==> src/rtl/shift_reg_univ.sv <==
// shift_reg_univ -- universal shift register with hold, shift right, shift left
// and parallel load. A shift counter tracks progress through a WIDTH-bit frame
// and raises a one-cycle frame_done pulse after every WIDTH-th shift.
//
// Optional feature: define SHIFT_REG_ROTATE_EN to add the rot input. With
// rot=1 the shifts become rotates and the serial inputs are ignored.
// The counter and frame_done behave the same way in both shift and rotate.
module shift_reg_univ #(
    parameter int WIDTH = 8,
    parameter int CNTW  = $clog2(WIDTH + 1)
) (
    input  logic             clk,
    input  logic             reset,
    input  logic [1:0]       mode,
    input  logic             sin_r,
    input  logic             sin_l,
`ifdef SHIFT_REG_ROTATE_EN
    input  logic             rot,
`endif
    input  logic [WIDTH-1:0] din,
    output logic [WIDTH-1:0] q,
    output logic             sout_r,
    output logic             sout_l,
    output logic [CNTW-1:0]  shift_cnt,
    output logic             frame_done
);

    localparam logic [1:0] MODE_HOLD  = 2'b00;
    localparam logic [1:0] MODE_RIGHT = 2'b01;
    localparam logic [1:0] MODE_LEFT  = 2'b10;
    localparam logic [1:0] MODE_LOAD  = 2'b11;

    // Count value at which the next shift completes a frame.
    localparam logic [CNTW-1:0] LAST_CNT = CNTW'(WIDTH - 1);
    localparam logic [CNTW-1:0] CNT_ONE  = CNTW'(1);
    localparam logic [CNTW-1:0] CNT_ZERO = CNTW'(0);

    logic [WIDTH-1:0] q_r;
    logic [CNTW-1:0]  cnt_r;
    logic             frame_done_r;

    logic [WIDTH-1:0] q_next_s;
    logic [CNTW-1:0]  cnt_next_s;
    logic             frame_done_next_s;
    logic             shift_s;
    logic             in_r_s;
    logic             in_l_s;

    // Bits entering the register on each shift direction: the serial pins,
    // or the bit leaving the opposite end when rotating.
`ifdef SHIFT_REG_ROTATE_EN
    assign in_r_s = rot ? q_r[0]       : sin_r;
    assign in_l_s = rot ? q_r[WIDTH-1] : sin_l;
`else
    assign in_r_s = sin_r;
    assign in_l_s = sin_l;
`endif

    // Next-state decode for data, shift counter and frame pulse.
    always_comb begin
        q_next_s          = q_r;
        cnt_next_s        = cnt_r;
        frame_done_next_s = 1'b0;
        shift_s           = 1'b0;

        case (mode)
            MODE_HOLD: begin
                q_next_s = q_r;
            end
            MODE_RIGHT: begin
                q_next_s = {in_r_s, q_r[WIDTH-1:1]};
                shift_s  = 1'b1;
            end
            MODE_LEFT: begin
                q_next_s = {q_r[WIDTH-2:0], in_l_s};
                shift_s  = 1'b1;
            end
            MODE_LOAD: begin
                q_next_s   = din;
                cnt_next_s = CNT_ZERO;
            end
            default: begin
                q_next_s = q_r;
            end
        endcase

        // A direction change keeps counting; only load, reset or wrap clear it.
        if (shift_s) begin
            if (cnt_r == LAST_CNT) begin
                cnt_next_s        = CNT_ZERO;
                frame_done_next_s = 1'b1;
            end else begin
                cnt_next_s        = cnt_r + CNT_ONE;
                frame_done_next_s = 1'b0;
            end
        end else begin
            frame_done_next_s = 1'b0;
        end
    end

    // State register; reset clears everything immediately, abandoning any frame.
    always_ff @(posedge clk or posedge reset) begin
        if (reset) begin
            q_r          <= {WIDTH{1'b0}};
            cnt_r        <= CNT_ZERO;
            frame_done_r <= 1'b0;
        end else begin
            q_r          <= q_next_s;
            cnt_r        <= cnt_next_s;
            frame_done_r <= frame_done_next_s;
        end
    end

    assign q          = q_r;
    assign shift_cnt  = cnt_r;
    assign frame_done = frame_done_r;
    assign sout_r     = q_r[0];
    assign sout_l     = q_r[WIDTH-1];

endmodule

==> config.mk <==
export PLATFORM = sky130hd
export DESIGN_NAME = shift_reg_univ
export DESIGN_NICKNAME = d
export VERILOG_FILES = /design/src/rtl/shift_reg_univ.sv
export SDC_FILE = /design/constraint.sdc
export NUM_CORES = 1
export LEC_CHECK = 0
export CAP_MARGIN = 20
export CORE_MARGIN = 2
export CORE_UTILIZATION = 39
export DETAILED_ROUTE_END_ITERATION = 8
export GPL_ROUTABILITY_DRIVEN = 0
export PLACE_DENSITY = 0.72
export SLEW_MARGIN = 0
export SYNTH_ARGS = -nofsm -noshare
export SYNTH_HDL_FRONTEND = slang
export SYNTH_SLANG_ARGS = --single-unit
==> constraint.sdc <==
create_clock -name clk -period 1.2 [get_ports clk]
set_clock_uncertainty 0.15 [all_clocks]
set_input_delay 0.24 -clock clk [delete_from_list [all_inputs] [get_ports clk]]
set_output_delay 0.24 -clock clk [all_outputs]
set_load 0.01 [all_outputs]
==> results of run 1 <==
## worst reg2reg max path: cells and delay by family, from the launching register on
kind | cells | cell delay, ns
adder cells (fa/ha/maj) | 1 | 0.16
buffers and inverters | 1 | 0.13
flip-flops | 1 | 0.40
AND/OR/NAND/NOR | 2 | 0.28
## path summary, 6_finish.rpt
check	start	slack [ns]	cells after the start	endpoint
setup / recovery	q[3]	-0.03	1	q[3]
setup reg to reg	shift_cnt[0]	-0.01	4	frame_done
max in group asynchronous	reset	0.64	3	q[7]
hold / removal	reset	0.1	3	shift_cnt[0]
hold reg to reg	shift_cnt[2]	0.44	2	shift_cnt[2]
min in group clk	mode[1]	0.37	5	shift_cnt[1]
## power groups by stage
stage,Clock (W),Combinational [W],Sequential [W]
after global placement,0,0.000593,0.000548
after global routing,0.000293,0.000687,0.000557
after detailed placement,0,0.000607,0.000549
final,0.000282,0.000630,0.000547
after floorplan,0,0.000215,0.000605
after CTS,0.000279,0.000609,0.000545
## per-stage QoR
step                TNS (ns)  power [W]  util, %  instance area, sq um
floorplan                  0   0.000820        -                   812
global placement       -8.35    0.00114     61.2                  1190
detailed placement     -8.87    0.00116     61.2                  1190
CTS                   -0.201    0.00143     63.3                  1230
global route          -0.917    0.00154     64.4                  1250
finish                -0.127    0.00146     64.4                  1250
## registers in the layout, summed over array words and instances (netlist names)
| register | count |
|---|---|
| shift_cnt | 4 |
| frame_done | 1 |
| q | 8 |
## layer usage
| metal | part of all wire [%] | routed length, um |
|---|---|---|
| met5 | 0 | 0 |
| met2 | 50 | 951 |
| met3 | 2.7 | 51 |
| met4 | 1.6 | 31 |
| met1 | 46 | 872 |
## cells by family (layout without fill, tap and decap cells)
group,count (synthesis),in the layout,share of synthesized area (%)
AND/OR/NAND/NOR,13,13,9.95
adder cells (fa/ha/maj),4,4,6.32
buffers and inverters,18,64,12.0
flip-flops,13,13,41.1
AO/OA/AOI/OAI,30,30,30.6
## layout make-up
type	instances	area (sq um)	share of cell area (%)
multi-input combinational	47	435	34.8
timing repair buffer	48	385	30.8
tap	27	33.8	2.70
inverter	12	45.0	3.60
clock buffer	4	26.3	2.10
sequential	13	325	26.0
## synth_stat cells
cell type	instances	area, sq um
ha_1	4	50.1
nor2_1	2	7.51
buf_4	3	22.5
o31ai_1	1	7.51
and2_1	1	6.26
inv_1	12	45.0
nor2_8	1	20.0
o21ai_0	4	20.0
buf_2	1	5.00
a22o_1	8	70.1
and3_1	1	6.26
nor2b_1	1	6.26
a211oi_2	8	100
nand2_1	5	18.8
buf_6	2	22.5
a21oi_1	9	45.0
dfrtp_1	13	325
nand4b_1	1	8.76
nand3_1	1	5.00
## repair_timing
item | CTS | global route
gates resized for setup | 86 | 5
gates cloned | 0 | 0
hold buffers | 0 | 0
setup endpoints to repair | 28 | 27
buffers inserted | 6 | 1
pin swaps | 9 | 6
==> impl_metrics.yaml, run 1 <==
worst_setup_path:
  cp-end-kind: "primary output"
  cp-start-kind: "flip-flop"
  path_max_fanout: 2
  max_stage_delay_ns: 0.41
  cp_cell_sequence: "buf_2"
  cpMaxStageDelayCell: "dfrtp_1"
  worst-path-buf-inv: 1
  worstPathArrival_ns: 0.84
  critPathKind: "flip-flop to primary output"
  crit_required_ns: 0.81
  cpLargestDelayFamily: "flip-flops"
sta:
  setup_ws_ns: -0.0261
  period_needed_ns: 1.23
  grt_setup_unrepaired: "yes"
  slew_headroom_pct: 80.7
  finalSetupViolations: 11
  whs_ns: 0.0975
  finalHoldViolations: 0
  max_freq_mhz: 816
  worst_slew_pin_slew_ns: 0.290
  slew_violations: 0
  post-route-period-util_pct: 102
clocking:
  clock_latency_ns: 0.27
  clk_pin_slew_worst_paths_ns: 0.09
  numClockSinks: 13
  h-tree-depth: 1
  cts_buffer_depth: 2
  cts-buffers-inserted: 3
  cts_tree: "done"
  root_buffer: "clkbuf_4"
layout:
  fillers: 177
  final_cell_mix: "buf_2 (16), dfrtp_1 (13), inv_1 (11), clkdlybuf4s50_1 (11), buf_4 (11)"
  area_growth_pct: 58.0
  finish.net_count: 143
  layout_commonest_cell: "buf_2"
  instances_no_fill: 151
  final_layout_size_suffix_gt1_share_pct: 46.8
  n_antenna_cell: 0
detailed_routing:
  drc: 0
  drt_pass1_iterations: 4
  finalWirelength_um: 1910
  routed_via_density: 4.90
  drtAntennaViolNets: 0
  wire_per_inst_um: 12.6
  drtIter0Drc: 6
  vias: 740
global_route:
  grt.overflow.total: 0
  busiest_layer: "met2"
  grt_max_degree: 25
  track_usage_pct: 17.7
  use_met2_pct: 30.0
  grt_pass1_vias: 740
  grt_pass1_wl_um: 3310
  use_met3_pct: 2.45
  antenna_found_initial: 0
  met1_usage_pct: 22.1
placed_design:
  dp_slack_ns: -0.676
  port_buffers: 28
  dp.cells: 142
  hpwl_um: 1360
die:
  die_area_sq_um: 2410
  core_sq_um: 1940
  rows: 16
  ioPinCount: 29
  die_h_um: 49.1
  start_util_pct: 40.8
  die_w_um: 49.1
outcome:
  failed_checks: "negative setup slack"
  status: "complete, but fails checks"
synthesis:
  ys_warn_count: 0
  synth_cell_types: 19
  ys_ff_latch: 13
  postSynthCellCount: 78
  synth_fp_nets: 96
  avgSynthCellArea_sq_um: 10.2
  syn_area_sq_um: 792
  yosysSeqAreaShare_pct: 41.1
pwr:
  pwr-share-clk_pct: 19.3
  leakage_nw: 0.597
  p_sw_share_pct: 32.6
  combPwrFrac_pct: 43.2
  powerDensity_nw_per_um2: 1170
  switching_power_w: 0.000476
  ir_drop_mv: 0.606
  intPower_w: 0.000983
  p_seq_share_pct: 37.5
hold_path:
  min_path_type: "input port to asynchronous set/reset pin"
run:
  maxCapViolations: 0
Power figures use the tool's default switching activity.
==> inputs of run 2 (changes only) <==
- CTS_CLUSTER_DIAMETER: unset -> 200
==> results of run 2 <==
The final DEF is identical to that of run 1; final timing and power are the same.
